`config.mk`:
```
export PLATFORM = sky130hd
export DESIGN_NAME = axi_rd_arbiter_flat
export DESIGN_NICKNAME = d
export VERILOG_FILES = /design/src/rtl/axi_rd_arbiter_if.sv /design/src/rtl/axi_rd_arbiter.sv /design/src/flat_wrapper.sv
export SDC_FILE = /design/constraint.sdc
export NUM_CORES = 1
export LEC_CHECK = 0
export CELL_PAD_IN_SITES_DETAIL_PLACEMENT = 0
export CELL_PAD_IN_SITES_GLOBAL_PLACEMENT = 1
export CORE_UTILIZATION = 12
export DETAILED_ROUTE_END_ITERATION = 6
export HOLD_SLACK_MARGIN = 0.02
export PLACE_DENSITY_LB_ADDON = 0.08
export SLEW_MARGIN = 20
export SYNTH_ARGS = -nofsm -noshare
export SYNTH_HDL_FRONTEND = slang
export SYNTH_SLANG_ARGS = --single-unit
export TNS_END_PERCENT = 10
```
`constraint.sdc`:
```
create_clock -name clk -period 2.6 [get_ports clk]
set_input_delay 0.52 -clock clk [delete_from_list [all_inputs] [get_ports clk]]
set_output_delay 0.52 -clock clk [all_outputs]
set_load 0.02 [all_outputs]
```
`src/rtl/axi_rd_arbiter_if.sv`:
```
// AXI4-Lite read channel bundle (AR + R) used for both requester ports and the shared memory port.
interface axi_rd_arbiter_if;
  logic [31:0] araddr;
  logic [2:0]  arprot;
  logic        arvalid;
  logic        arready;
  logic [31:0] rdata;
  logic [1:0]  rresp;
  logic        rvalid;
  logic        rready;

  modport master (output araddr, arprot, arvalid, rready,
                  input  arready, rdata, rresp, rvalid);
  modport slave  (input  araddr, arprot, arvalid, rready,
                  output arready, rdata, rresp, rvalid);
endinterface

```
`src/rtl/axi_rd_arbiter.sv`:
```
// Two-requester AXI4-Lite read arbiter, one outstanding read at a time.
// Define AXI_RD_ARB_RR_EN for round-robin on collisions; default is fixed priority to requester 0.
module axi_rd_arbiter (
  input  logic             clk,
  input  logic             reset,
  axi_rd_arbiter_if.slave  s0_axi,
  axi_rd_arbiter_if.slave  s1_axi,
  axi_rd_arbiter_if.master m_axi
);

  typedef enum logic [1:0] {
    IDLE = 2'd0,
    ADDR = 2'd1,
    DATA = 2'd2
  } state_t;

  state_t      r_state;
  state_t      w_nextState;
  logic        r_grant;
  logic        r_lastGrant;
  logic        w_nextGrant;
  logic        w_pick;

  logic        w_mArvalid;
  logic [31:0] w_mAraddr;
  logic [2:0]  w_mArprot;
  logic        w_mRready;
  logic        w_s0Arready;
  logic        w_s1Arready;
  logic        w_s0Rvalid;
  logic        w_s1Rvalid;
  logic [31:0] w_s0Rdata;
  logic [31:0] w_s1Rdata;
  logic [1:0]  w_s0Rresp;
  logic [1:0]  w_s1Rresp;

  // Requester chosen when leaving IDLE; only meaningful while at least one arvalid is high.
`ifdef AXI_RD_ARB_RR_EN
  assign w_pick = (s0_axi.arvalid && s1_axi.arvalid) ? ~r_lastGrant : ~s0_axi.arvalid;
`else
  assign w_pick = ~s0_axi.arvalid;
`endif

  always_ff @(posedge clk or posedge reset) begin
    if (reset) begin
      r_state     <= IDLE;
      r_grant     <= 1'b0;
      r_lastGrant <= 1'b1;
    end else begin
      r_state <= w_nextState;
      r_grant <= w_nextGrant;
      if (r_state == IDLE && w_nextState == ADDR)
        r_lastGrant <= w_nextGrant;
      else
        r_lastGrant <= r_lastGrant;
    end
  end

  always_comb begin
    w_nextState = r_state;
    w_nextGrant = r_grant;
    w_mArvalid  = 1'b0;
    w_mAraddr   = '0;
    w_mArprot   = '0;
    w_mRready   = 1'b0;
    w_s0Arready = 1'b0;
    w_s1Arready = 1'b0;
    w_s0Rvalid  = 1'b0;
    w_s1Rvalid  = 1'b0;
    w_s0Rdata   = '0;
    w_s1Rdata   = '0;
    w_s0Rresp   = '0;
    w_s1Rresp   = '0;
    case (r_state)
      IDLE: begin
        if (s0_axi.arvalid || s1_axi.arvalid) begin
          w_nextState = ADDR;
          w_nextGrant = w_pick;
        end
      end
      ADDR: begin
        w_mArvalid  = 1'b1;
        w_mAraddr   = r_grant ? s1_axi.araddr : s0_axi.araddr;
        w_mArprot   = r_grant ? s1_axi.arprot : s0_axi.arprot;
        w_s0Arready = ~r_grant & m_axi.arready;
        w_s1Arready = r_grant & m_axi.arready;
        if (m_axi.arready)
          w_nextState = DATA;
      end
      DATA: begin
        // Error responses pass straight through; the arbiter never creates its own.
        if (r_grant) begin
          w_s1Rvalid = m_axi.rvalid;
          w_s1Rdata  = m_axi.rdata;
          w_s1Rresp  = m_axi.rresp;
          w_mRready  = s1_axi.rready;
        end else begin
          w_s0Rvalid = m_axi.rvalid;
          w_s0Rdata  = m_axi.rdata;
          w_s0Rresp  = m_axi.rresp;
          w_mRready  = s0_axi.rready;
        end
        if (m_axi.rvalid && w_mRready)
          w_nextState = IDLE;
      end
      default: w_nextState = IDLE;
    endcase
  end

  assign m_axi.arvalid  = w_mArvalid;
  assign m_axi.araddr   = w_mAraddr;
  assign m_axi.arprot   = w_mArprot;
  assign m_axi.rready   = w_mRready;
  assign s0_axi.arready = w_s0Arready;
  assign s1_axi.arready = w_s1Arready;
  assign s0_axi.rvalid  = w_s0Rvalid;
  assign s1_axi.rvalid  = w_s1Rvalid;
  assign s0_axi.rdata   = w_s0Rdata;
  assign s1_axi.rdata   = w_s1Rdata;
  assign s0_axi.rresp   = w_s0Rresp;
  assign s1_axi.rresp   = w_s1Rresp;

endmodule

```
`src/flat_wrapper.sv`:
```
// flat-port wrapper written by rule: the top's interface ports become plain ports
module axi_rd_arbiter_flat 
  (clk, reset, s0_axi_araddr, s0_axi_arprot, s0_axi_arvalid, s0_axi_rready, s0_axi_arready, s0_axi_rdata, s0_axi_rresp, s0_axi_rvalid, s1_axi_araddr, s1_axi_arprot, s1_axi_arvalid, s1_axi_rready, s1_axi_arready, s1_axi_rdata, s1_axi_rresp, s1_axi_rvalid, m_axi_araddr, m_axi_arprot, m_axi_arvalid, m_axi_rready, m_axi_arready, m_axi_rdata, m_axi_rresp, m_axi_rvalid);
  axi_rd_arbiter_if s0_axi_i ();
  axi_rd_arbiter_if s1_axi_i ();
  axi_rd_arbiter_if m_axi_i ();
  input  logic clk;
  input  logic reset;
  input wire logic [$bits(s0_axi_i.araddr)-1:0] s0_axi_araddr;
  input wire logic [$bits(s0_axi_i.arprot)-1:0] s0_axi_arprot;
  input wire logic [$bits(s0_axi_i.arvalid)-1:0] s0_axi_arvalid;
  input wire logic [$bits(s0_axi_i.rready)-1:0] s0_axi_rready;
  output wire logic [$bits(s0_axi_i.arready)-1:0] s0_axi_arready;
  output wire logic [$bits(s0_axi_i.rdata)-1:0] s0_axi_rdata;
  output wire logic [$bits(s0_axi_i.rresp)-1:0] s0_axi_rresp;
  output wire logic [$bits(s0_axi_i.rvalid)-1:0] s0_axi_rvalid;
  input wire logic [$bits(s1_axi_i.araddr)-1:0] s1_axi_araddr;
  input wire logic [$bits(s1_axi_i.arprot)-1:0] s1_axi_arprot;
  input wire logic [$bits(s1_axi_i.arvalid)-1:0] s1_axi_arvalid;
  input wire logic [$bits(s1_axi_i.rready)-1:0] s1_axi_rready;
  output wire logic [$bits(s1_axi_i.arready)-1:0] s1_axi_arready;
  output wire logic [$bits(s1_axi_i.rdata)-1:0] s1_axi_rdata;
  output wire logic [$bits(s1_axi_i.rresp)-1:0] s1_axi_rresp;
  output wire logic [$bits(s1_axi_i.rvalid)-1:0] s1_axi_rvalid;
  output wire logic [$bits(m_axi_i.araddr)-1:0] m_axi_araddr;
  output wire logic [$bits(m_axi_i.arprot)-1:0] m_axi_arprot;
  output wire logic [$bits(m_axi_i.arvalid)-1:0] m_axi_arvalid;
  output wire logic [$bits(m_axi_i.rready)-1:0] m_axi_rready;
  input wire logic [$bits(m_axi_i.arready)-1:0] m_axi_arready;
  input wire logic [$bits(m_axi_i.rdata)-1:0] m_axi_rdata;
  input wire logic [$bits(m_axi_i.rresp)-1:0] m_axi_rresp;
  input wire logic [$bits(m_axi_i.rvalid)-1:0] m_axi_rvalid;
  assign s0_axi_i.araddr = s0_axi_araddr;
  assign s0_axi_i.arprot = s0_axi_arprot;
  assign s0_axi_i.arvalid = s0_axi_arvalid;
  assign s0_axi_i.rready = s0_axi_rready;
  assign s0_axi_arready = s0_axi_i.arready;
  assign s0_axi_rdata = s0_axi_i.rdata;
  assign s0_axi_rresp = s0_axi_i.rresp;
  assign s0_axi_rvalid = s0_axi_i.rvalid;
  assign s1_axi_i.araddr = s1_axi_araddr;
  assign s1_axi_i.arprot = s1_axi_arprot;
  assign s1_axi_i.arvalid = s1_axi_arvalid;
  assign s1_axi_i.rready = s1_axi_rready;
  assign s1_axi_arready = s1_axi_i.arready;
  assign s1_axi_rdata = s1_axi_i.rdata;
  assign s1_axi_rresp = s1_axi_i.rresp;
  assign s1_axi_rvalid = s1_axi_i.rvalid;
  assign m_axi_araddr = m_axi_i.araddr;
  assign m_axi_arprot = m_axi_i.arprot;
  assign m_axi_arvalid = m_axi_i.arvalid;
  assign m_axi_rready = m_axi_i.rready;
  assign m_axi_i.arready = m_axi_arready;
  assign m_axi_i.rdata = m_axi_rdata;
  assign m_axi_i.rresp = m_axi_rresp;
  assign m_axi_i.rvalid = m_axi_rvalid;
  axi_rd_arbiter u_core (.clk(clk), .reset(reset), .s0_axi(s0_axi_i), .s1_axi(s1_axi_i), .m_axi(m_axi_i));
endmodule
```
==> run metrics, run 1 <==
Finished Layout Cells=around 520; fin. max-slew vios=0; Crit path buffers/inverters=3; Synth Area per Inst=~7.0 µm²; #FFs+latches synth=3; CTS tree=built; Clock Skews=0.00196 ns; critical path's largest stage delay=between 0.6 and 0.7 ns; count of port buffers added during placement=between 200 and 250; Skew-Pair Late Insertion Delay=0.21 ns; Clock Sink Count=3; Net count, final=approximately 500; Pre-antenna DRT Iters=3; Tcrit/Tclk final=94.2%; origin of the worst setup path=u_core.r_grant; LEAKAGE=~1.4 nW; Yosys top cell area share=35.4%; Via Count=1942; endpoints failing setup=0; Crit Path Category=flip-flop to primary output; Syn Std Cell Area=0.00124 mm²; core box area=0.00986 mm²; Tmin final=2.45 ns; Tightest Pin Transition=0.348 ns; largest net degree at the start of global routing=36; top cells by area, synth=and2_1 35%, mux2i_1 29%, nor2_1 12%, dfrtp_1 6.1%, buf_12 4.9%; Area Growth Syn to Fin=191%; Hold Buf Count CTS=0; Crit path max-delay family=buffers and inverters; most frequent cells in the layout=220 x clkdlybuf4s50_1, 70 x and2_1, 39 x nor2_1; # IOs=221; first-pass GRT wire length=8530 µm; Ys Warns=0; GRT Resource Usage Total=10.1%; outcome=complete, no violations; H-tree levels=1; clock tree buffer depth=2; Post CTS Setup Buffer Count=0; RSZ-0062 raised after global routing=false; Unique masters post-synth=19; R2R cell count=3; Final Hold Fails=0; ANT nets after route=0; DPL Wire Length=5240 µm; Synth area leader=and2_1; Std-Cell Rows=36; Startpoint Class=flip-flop; GP Congestion=0.647; CTS clock-pin slew for the worst setup and hold paths=roughly 0.03 ns; Crit Path Max Fanout=35; First DRT Iteration DRCs=16; CP cell instances=inv_2 > nor2_4 > buf_12 > and2_1 > clkdlybuf4s50_1; ANT cells=0; worst min-delay path category=input pin to async pin; Stages on worst setup path=5; Via-to-Cell Ratio=3.71; Max Freq=408 MHz; routed len/inst=11.9 µm; CP max stage cell=clkdlybuf4s50_1; Filler Cells Inserted=1042; fraction of layout cells with a size suffix above 1=between 3 and 4%; WP data required=2.08 ns; Cell Pwr Density=699 mW/mm²; commonest non-fill, non-tap cell in the layout=clkdlybuf4s50_1; number of global-route vias before repair=1735; Clock Tree Root=clkbuf_8; DIE HEIGHT=103 µm; Die Area=0.0107 mm²; Critical Path AT=1.93 ns; Mapped Nets=288; peak supply drop=between 0.3 and 0.4 mV; Inserted Clock Buffers=3; cts repair resizes=0; setup_tns=0 ns; placed insts=519; Rel. slew slack=76.8%; drt drc=0; initial antenna violation count=0; initial core utilization=12.5%; CP endpoint kind=primary output; Syn Inst Count=176; worst flop-to-flop path startpoint=u_core.r_grant; global route total overflow=0; MaxCap Viol Count=0; Detailed Route WL=approximately 6200 µm; register area share after synthesis=6.07%; Die W=103 µm
[report_power, final]
group / leakage [nW] / switching [mW] / total (mW) / internal (mW)
clock network: 0.0228 / 0.0299 / 0.134 / 0.104
logic: 1.36 / 1.11 / 2.24 / 1.13
registers: 0.0354 / 0.0609 / 0.132 / 0.0707
[synth_stat cells]
cell type   n
buf_2       4
buf_8       1
mux2i_1    36
clkbuf_2    6
dfrtp_1     3
inv_2       2
nand2b_4    1
nor2_1     39
and2_1     70
nand2b_1    1
a21oi_1     2
inv_1       1
o21ai_0     1
buf_12      3
a211oi_1    1
nand2_1     1
nor2b_1     1
nor2_4      2
nor3_1      1
[kinds of logic after synthesis]
group / after synthesis / synth area share (%)
DFF: 3 / 6.07
and+or+nand+nor: 116 / 51.9
AOI/OAI and AO/OA: 4 / 1.82
muxes: 36 / 29.2
buffers and inverters: 17 / 11.0
[routing by layer]
| metal | wire (µm) | track usage [%] | up-vias |
|---|---|---|---|
| li1 | - | - | 985 |
| met1 | 2220 | 10.9 | 805 |
| met4 | 20 | 0.975 | 0 |
| met2 | 2970 | 19.0 | 150 |
| met3 | 1000 | 4.30 | 2 |
| met5 | 0 | 0 | - |
[final timing paths]
| path | slack [ns] | to |
|---|---|---|
| min in group clk | 0.54 | u_core.r_state[0] |
| max in group asynchronous | 1.98 | u_core.r_grant |
| max | 0.15 | s1_axi_rdata[9] |
| min | 0.48 | u_core.r_state[1] |
| min reg2reg | 0.54 | u_core.r_state[0] |
| max reg2reg | 1.46 | u_core.r_state[1] |
[sequential cells by signal, summed over array words and instances (netlist names)]
register,cells
u_core.r_state,2
u_core.r_grant,1
[area by class of cell]
type	instances	area (µm²)	area share, %
tap	133	166	4.63
multi-input combinational	156	1020	28.5
clock buffer	4	45.0	1.25
inverter	3	11.3	0.313
timing repair buffer	224	2270	63.2
sequential	3	76.3	2.12
[stage by stage]
stage          hold slack (ns)  power [mW]  area [µm²]  worst slack [ns]  utilization, %
6_report                 0.478        2.51        3590             0.152            36.4
5_1_grt                  0.491        2.70        3590            0.0197            36.4
4_1_cts                  0.480        2.56        3590             0.104            36.4
3_5_place_dp             0.540        2.41        3550             0.209            36.0
3_3_place_gp             0.553        2.45        3550             0.229            36.0
2_1_floorplan            0.274        1.43        1240             0.899               -
Power figures use the tool's default switching activity.
==> run 2, diff against run 1 <==
- SLEW_MARGIN: 20 -> not set
==> results of run 2 <==
The final DEF is identical to that of run 1; final timing and power are the same.
==> run 3, diff against run 2 <==
- RECOVER_POWER: not set -> 50
==> run metrics, run 3 (same netlist as run 1, synthesis figures left out) <==
Crit path max-delay family=buffers and inverters; commonest non-fill, non-tap cell in the layout=clkdlybuf4s50_1; CP cell instances=buf_12 > mux2i_1 > nor2_1 > dlygate4sd3_1; fin util=36.4% (unchanged); WP data required=2.08 ns (about the same); Net count, final=503 (unchanged); Largest Register=u_core.r_state; Detailed Route WL=6200 µm (-0.16%); Tightest Pin Transition=0.348 ns (+0.000116 ns); Crit Path Category=flip-flop to primary output; Die W=103 µm (unchanged); LEAKAGE=1.55 nW (+9.6%); CTS tree=built; count of port buffers added during placement=220 (unchanged); Std-Cell Rows=36 (unchanged); CP max stage cell=dlygate4sd3_1; ANT cells=0 (unchanged); fin. max-slew vios=0 (unchanged); Startpoint Class=flip-flop; Largest regs=u_core.r_state: 2 flops, u_core.r_grant: 1 flops; Post CTS Setup Buffer Count=0 (unchanged); Clock Skews=0.00196 ns (-0.0000000100 ns); Clock Sink Count=3 (unchanged); cts repair resizes=0 (unchanged); Tmin final=2.49 ns (+0.0455 ns); outcome=complete, no violations; first-pass GRT wire length=8530 µm (unchanged); Max Freq=401 MHz (-1.8%); core box area=0.00986 mm² (unchanged); Via-to-Cell Ratio=3.72 (+0.10%); Die Area=0.0107 mm² (unchanged); Skew-Pair Late Insertion Delay=0.21 ns (about the same); GP Congestion=0.647 (unchanged); DIE HEIGHT=103 µm (unchanged); # IOs=221 (unchanged); RSZ-0062 raised after global routing=false; number of global-route vias before repair=1735 (unchanged); worst min-delay path category=flip-flop to flip-flop; Area Growth Syn to Fin=191% (unchanged); CP endpoint kind=primary output; fraction of layout cells with a size suffix above 1=3.33% (unchanged); clock tree buffer depth=2 (unchanged); Largest register FFs=2 (unchanged); Pre-antenna DRT Iters=3 (unchanged); Critical Path AT=1.97 ns (+0.04 ns); Crit path buffers/inverters=2 (-1); Inserted Clock Buffers=3 (unchanged); initial antenna violation count=0 (unchanged); largest net degree at the start of global routing=36 (unchanged); First DRT Iteration DRCs=23 (+7); critical path's largest stage delay=0.65 ns (+0.03 ns); Final Hold Fails=0 (unchanged); initial core utilization=12.5% (unchanged); GRT Resource Usage Total=10.1% (unchanged); setup_tns=0 ns (unchanged); Clock Tree Root=clkbuf_8; Crit Path Max Fanout=32 (-8.6%); Tcrit/Tclk final=95.9% (+1.7 points); MaxCap Viol Count=0 (unchanged); Hold Buf Count CTS=0 (unchanged); ANT nets after route=0 (unchanged); Rel. slew slack=76.8% (about the same); CTS clock-pin slew for the worst setup and hold paths=0.03 ns (about the same); drt drc=0 (unchanged); H-tree levels=1 (unchanged); most frequent cells in the layout=175 x clkdlybuf4s50_1, 70 x and2_1, 45 x dlygate4sd3_1; Via Count=1944 (+0.10%); endpoints failing setup=0 (unchanged); DPL Wire Length=5240 µm (unchanged); global route total overflow=0 (unchanged); routed len/inst=11.9 µm (-0.16%); Cell Pwr Density=685 mW/mm² (-1.9%); peak supply drop=0.357 mV (about the same)
-- run 3: cell types whose count changed in the layout (fill, tap and decap cells not counted) --
cell	previous run	this run
clkdlybuf4s50_1	220	175
dlygate4sd3_1	0	45
-- run 3: path summary, 6_finish.rpt --
check,start,to,slack [ns],cells after the start
worst min-delay path,u_core.r_state[0],u_core.r_state[0],0.54,1
worst max-delay path,u_core.r_grant,m_axi_araddr[20],0.11,4
max in group asynchronous,reset,u_core.r_grant,1.84,2
min in group asynchronous,reset,u_core.r_state[1],0.62,2
worst max register to register,u_core.r_grant,u_core.r_state[1],1.46,3
worst min register to register,u_core.r_state[0],u_core.r_state[0],0.54,1
-- run 3: through the flow --
step | setup WS, ns | cell area (µm²) | cells | hold slack (ns) | power (mW)
detailed placement | 0.209 | 3550 | 519 | 0.540 | 2.41
finish | 0.106 | 3590 | 523 | 0.541 | 2.46
global placement | 0.229 | 3550 | 519 | 0.553 | 2.45
CTS | 0.104 | 3590 | 523 | 0.480 | 2.56
global route | 0.0117 | 3590 | 523 | 0.572 | 2.66
floorplan | 0.899 | 1240 | 176 | 0.274 | 1.43
-- run 3: worst reg2reg max path, stage by stage (launching register included) --
cell     delay, ns
dfrtp_2       0.55
mux2i_1       0.27
nor2b_1       0.08
o21ai_0       0.17
-- run 3: power breakdown --
part	switching, mW	leakage (nW)	internal [mW]
Clock	0.0299	0.0228	0.104
Combinational	1.11	1.49	1.09
Sequential	0.0609	0.0354	0.0707
-- run 3: area by class of cell --
cell class	count	area (µm²)
sequential	3	76.3
clock buffer	4	45.0
multi-input combinational	156	1020
timing repair buffer	224	2270
tap	133	166
inverter	3	11.3
fill	1042	6270
-- run 3: metal layers --
metal | vias to the layer above | track usage, % | part of all wire [%]
met5 | - | 0 | 0
met4 | 0 | 0.975 | 0.32
met3 | 2 | 4.30 | 16
met2 | 150 | 19.0 | 48
met1 | 806 | 10.9 | 36
li1 | 986 | - | -
==> RTL edit 1, RTL diff (settings of run 2) <==
Re-encode `state_t` (3 states) as one-hot, 3 bits wide.
--- a/src/rtl/axi_rd_arbiter.sv
+++ b/src/rtl/axi_rd_arbiter.sv
@@ -8,10 +8,10 @@
   axi_rd_arbiter_if.master m_axi
 );
 
-  typedef enum logic [1:0] {
-    IDLE = 2'd0,
-    ADDR = 2'd1,
-    DATA = 2'd2
+  typedef enum logic [2:0] {
+    IDLE = 3'b001,
+    ADDR = 3'b010,
+    DATA = 3'b100
   } state_t;
 
   state_t      r_state;
Formal check against the unedited RTL: no difference found for any inputs over 10 cycles, from zero or initial values and one cycle with reset high; not proved beyond that.
==> RTL edit 1 against run 2 <==
- maximum frequency is 2.8% lower
- sequential cell count is 1 higher
- worst hold slack better by 0.0099 ns
- routed wire length is 4.4% higher
- worst setup slack worse by 0.069 ns
- total power is 36% lower
- area after synthesis is 7.9% higher
- combinational power is 41% lower
- critical endpoint is now s1_axi_rvalid
- final area is 1.6% higher
==> RTL edit 1: results <==
<?xml version="1.0" encoding="UTF-8"?>
<metrics>
  <group name="synthesis">
    <metric name="seq_area_frac_synth" unit="">0.0760</metric>
    <metric name="synth.lib_cells_used.distinct" unit="">21</metric>
    <metric name="synth.area.top_cells" unit="">and2_1, mux2i_1, nor2_1</metric>
    <metric name="synth_top_cells_by_count" unit="">and2_1, nor2_1, mux2i_1</metric>
    <metric name="synth_fp_nets" unit="">296</metric>
  </group>
  <group name="pwr">
    <metric name="p_switching" unit="uW">715</metric>
    <metric name="leakage" unit="uW">0.00182</metric>
    <metric name="vdd_ir_drop_max" unit="uV">276</metric>
  </group>
  <group name="global_route">
    <metric name="grt_max_degree" unit="">38</metric>
    <metric name="grt_use_total" unit="">0.103</metric>
    <metric name="number_of_global_route_vias_before_repair" unit="">1927</metric>
    <metric name="global_route_wire_length_before_repair" unit="um">9430</metric>
  </group>
  <group name="routing">
    <metric name="first_pass_iters" unit="">4</metric>
    <metric name="via_per_inst" unit="">3.76</metric>
    <metric name="detail_route.wirelength.met1" unit="um">2220</metric>
    <metric name="routed_wirelength" unit="um">6490</metric>
    <metric name="route.met2.wl" unit="um">3150</metric>
    <metric name="detailroute.via_count" unit="">2029</metric>
  </group>
  <group name="status">
    <metric name="outcome" unit="">finished, final reports clean</metric>
  </group>
  <group name="placed_design">
    <metric name="hpwl" unit="um">5510</metric>
    <metric name="place_congestion" unit="">0.692</metric>
    <metric name="numPlacedInstances" unit="">536</metric>
  </group>
  <group name="worst_setup_path">
    <metric name="slowest_delay" unit="ns">0.60</metric>
    <metric name="critical-path-top-delay-family" unit="">simple AND/OR/NAND/NOR gates</metric>
    <metric name="rr_endpoint" unit="">u_core.r_state[2]$_DFFE_PP0P_</metric>
    <metric name="r2r-start" unit="">u_core.r_state[0]$_DFFE_PP1P_</metric>
    <metric name="timing.critical_path.arrival" unit="ns">2.00</metric>
  </group>
  <group name="finish">
    <metric name="number_of_nets_in_the_final_layout" unit="">513</metric>
    <metric name="drive_gt1_frac" unit="">0.0500</metric>
  </group>
  <group name="timing">
    <metric name="timing.slew.headroom" unit="">0.821</metric>
  </group>
</metrics>
-- RTL edit 1: repair_timing --
action                     in CTS  in global routing
resized for setup              66                  4
pin swaps                       0                  0
setup endpoints to repair      66                 24
-- RTL edit 1: layout make-up --
cell class	count	area, um^2	share of cell area
repair buffers	226	2220	0.610
flip-flops and latches	4	103	0.0281
multi-input cells	162	1090	0.298
clock buffers	4	45.0	0.0123
well taps	140	175	0.0480
inverters	4	15.0	0.00411
-- RTL edit 1: kinds of logic (layout without fill, tap and decap cells) --
group | after synthesis | after routing | share of synthesized area
simple gates | 120 | 120 | 0.515
mux | 36 | 36 | 0.271
buf+inv | 18 | 234 | 0.111
compound gates | 6 | 6 | 0.0272
flops | 4 | 4 | 0.0760
-- RTL edit 1: power groups by stage --
stage | registers, uW | clock network, uW | logic, uW
after floorplan | 125 | 0 | 821
after global placement | 135 | 0 | 1380
after detailed placement | 136 | 0 | 1370
after CTS | 136 | 143 | 1350
after global routing | 140 | 148 | 1450
final | 135 | 139 | 1330
-- RTL edit 1: how the worst min path moves through the flow --
| stage | startpoint | end | slack [ns] | cells past startpoint |
|---|---|---|---|---|
| after floorplan | reset | u_core.r_grant$_DFFE_PP0P_ | 0.29 | 1 |
| after global placement | u_core.r_state[2]$_DFFE_PP0P_ | u_core.r_state[0]$_DFFE_PP1P_ | 0.57 | 2 |
| after detailed placement | u_core.r_state[2]$_DFFE_PP0P_ | u_core.r_state[0]$_DFFE_PP1P_ | 0.55 | 2 |
| after CTS | reset | u_core.r_state[2]$_DFFE_PP0P_ | 0.49 | 2 |
| after global routing | reset | u_core.r_state[2]$_DFFE_PP0P_ | 0.50 | 2 |
| final | reset | u_core.r_state[2]$_DFFE_PP0P_ | 0.49 | 2 |
-- RTL edit 1: routing by layer --
metal,GRT usage,vias to the layer above
li1,-,1020
met2,0.197,160
met1,0.0993,845
met3,0.0484,4
met4,0.0205,0
met5,0,-
-- RTL edit 1: stage by stage --
step | power (uW) | hold WS [ns] | setup slack (ns) | utilization
6_report | 1610 | 0.488 | 0.0823 | 0.337
5_1_grt | 1740 | 0.499 | 0.0121 | 0.337
4_1_cts | 1630 | 0.494 | 0.00107 | 0.336
3_5_place_dp | 1500 | 0.548 | 0.128 | 0.339
3_3_place_gp | 1520 | 0.567 | 0.134 | 0.339
2_1_floorplan | 946 | 0.285 | 0.767 | -
==> RTL edit 2, RTL diff (flow settings as in run 2) <==
Made on the original files. Add a define of `AXI_RD_ARB_RR_EN`.
--- a/src/rtl/axi_rd_arbiter.sv
+++ b/src/rtl/axi_rd_arbiter.sv
@@ -1,5 +1,7 @@
 // Two-requester AXI4-Lite read arbiter, one outstanding read at a time.
 // Define AXI_RD_ARB_RR_EN for round-robin on collisions; default is fixed priority to requester 0.
+`define AXI_RD_ARB_RR_EN
+
 module axi_rd_arbiter (
   input  logic             clk,
   input  logic             reset,
Behaviour: not the same (a bounded check fails within 10 cycles, from zero or initial values and one cycle with reset high).
==> RTL edit 2 against run 2 <==
- area after synthesis rose by 7.5%
- total power is 6.2% higher
- routed wire length grew 11%
- sequential power grew 11%
- sequential cell count rose by 1
- worst setup slack better by 0.020 ns
- clock skew increased by 0.0014 ns
- worst hold slack improved by 0.016 ns
- non-clock buffer count up 4
- final area up 2.5%
- critical path type is now input port to primary output
==> RTL edit 2: results <==
<?xml version="1.0" encoding="UTF-8"?>
<metrics>
  <group name="synthesis">
    <metric name="synth_fp_nets" unit="">295</metric>
    <metric name="seq_area_frac_synth" unit="">0.0763</metric>
    <metric name="synth.lib_cells_used.distinct" unit="">24</metric>
    <metric name="synth.area.top_cells" unit="">and2_1, mux2i_1, nor2_1</metric>
    <metric name="synth_top_cells_by_count" unit="">and2_1, nor2_1, mux2i_1</metric>
    <metric name="post_synth_mux_area_share" unit="">0.272</metric>
    <metric name="synth_compound_gate_area_share" unit="">0.0245</metric>
  </group>
  <group name="global_route">
    <metric name="grtUsageMet3" unit="">0.0383</metric>
    <metric name="number_of_global_route_vias_before_repair" unit="">2032</metric>
    <metric name="gr-usage-met1" unit="">0.105</metric>
    <metric name="grt_max_degree" unit="">36</metric>
    <metric name="gr_met2_demand_resource" unit="">0.233</metric>
    <metric name="global_route_wire_length_before_repair" unit="um">10100</metric>
    <metric name="grt_use_total" unit="">0.113</metric>
  </group>
  <group name="pwr">
    <metric name="leakage" unit="uW">0.00146</metric>
    <metric name="swShare" unit="">0.473</metric>
    <metric name="vdd_ir_drop_max" unit="uV">413</metric>
  </group>
  <group name="placed_design">
    <metric name="pre_cts_slack" unit="ns">0.152</metric>
    <metric name="place_congestion" unit="">0.682</metric>
    <metric name="hpwl" unit="um">5820</metric>
  </group>
  <group name="routing">
    <metric name="detailroute.via_count" unit="">2080</metric>
    <metric name="met3WireLength" unit="um">939</metric>
    <metric name="route.met2.wl" unit="um">3610</metric>
    <metric name="drt_iter0_drc" unit="">49</metric>
    <metric name="first_pass_iters" unit="">3</metric>
    <metric name="detail_route.wirelength.met1" unit="um">2250</metric>
    <metric name="routedWlPerCell" unit="um">12.8</metric>
  </group>
  <group name="worst_setup_path">
    <metric name="setup.worst_path.end" unit="">s0_axi_arready</metric>
    <metric name="r2r-start" unit="">u_core.r_state[0]$_DFF_PP0_</metric>
    <metric name="crit_fanout" unit="">3</metric>
    <metric name="startpoint" unit="">m_axi_arready</metric>
    <metric name="timing.critical_path.arrival" unit="ns">1.91</metric>
    <metric name="regToRegSetupSlack" unit="ns">1.24</metric>
    <metric name="rr_endpoint" unit="">u_core.r_grant$_DFF_PP0_</metric>
  </group>
  <group name="timing">
    <metric name="finClkSkew" unit="ns">0.00333</metric>
    <metric name="worst_slack" unit="ns">0.172</metric>
    <metric name="tightest_slew" unit="ns">0.337</metric>
  </group>
  <group name="finish">
    <metric name="reg.largest.list" unit="">u_core.r_state (2), u_core.r_grant (1), u_core.r_lastGrant (1)</metric>
    <metric name="number_of_nets_in_the_final_layout" unit="">510</metric>
    <metric name="drive_gt1_frac" unit="">0.0378</metric>
  </group>
  <group name="clocking">
    <metric name="root_buffer" unit="">clkbuf_8</metric>
  </group>
  <group name="status">
    <metric name="outcome" unit="">finished, final reports clean</metric>
  </group>
</metrics>
-- RTL edit 2: final cells by class --
cell class | count | area, um^2
inverter | 2 | 7.51
fill | 1173 | 7110
timing repair buffer | 228 | 2290
multi-input combinational | 159 | 1070
sequential | 4 | 103
clock buffer | 4 | 45.0
tap | 140 | 175
-- RTL edit 2: stage by stage --
stage | std cells | utilization | instance area, um^2 | hold slack (ns)
CTS | 537 | 0.341 | 3680 | 0.501
floorplan | 183 | - | 1330 | 0.285
detailed placement | 533 | 0.337 | 3640 | 0.513
global placement | 533 | 0.337 | 3640 | 0.511
finish | 537 | 0.341 | 3680 | 0.494
global route | 537 | 0.341 | 3680 | 0.528
-- RTL edit 2: power groups by stage --
stage                     Combinational [uW]  Sequential, uW  Clock (uW)
after floorplan                         1400             111           0
after CTS                               2430             148         145
final                                   2380             146         140
after global routing                    2550             153         147
after global placement                  2440             146           0
after detailed placement                2420             147           0
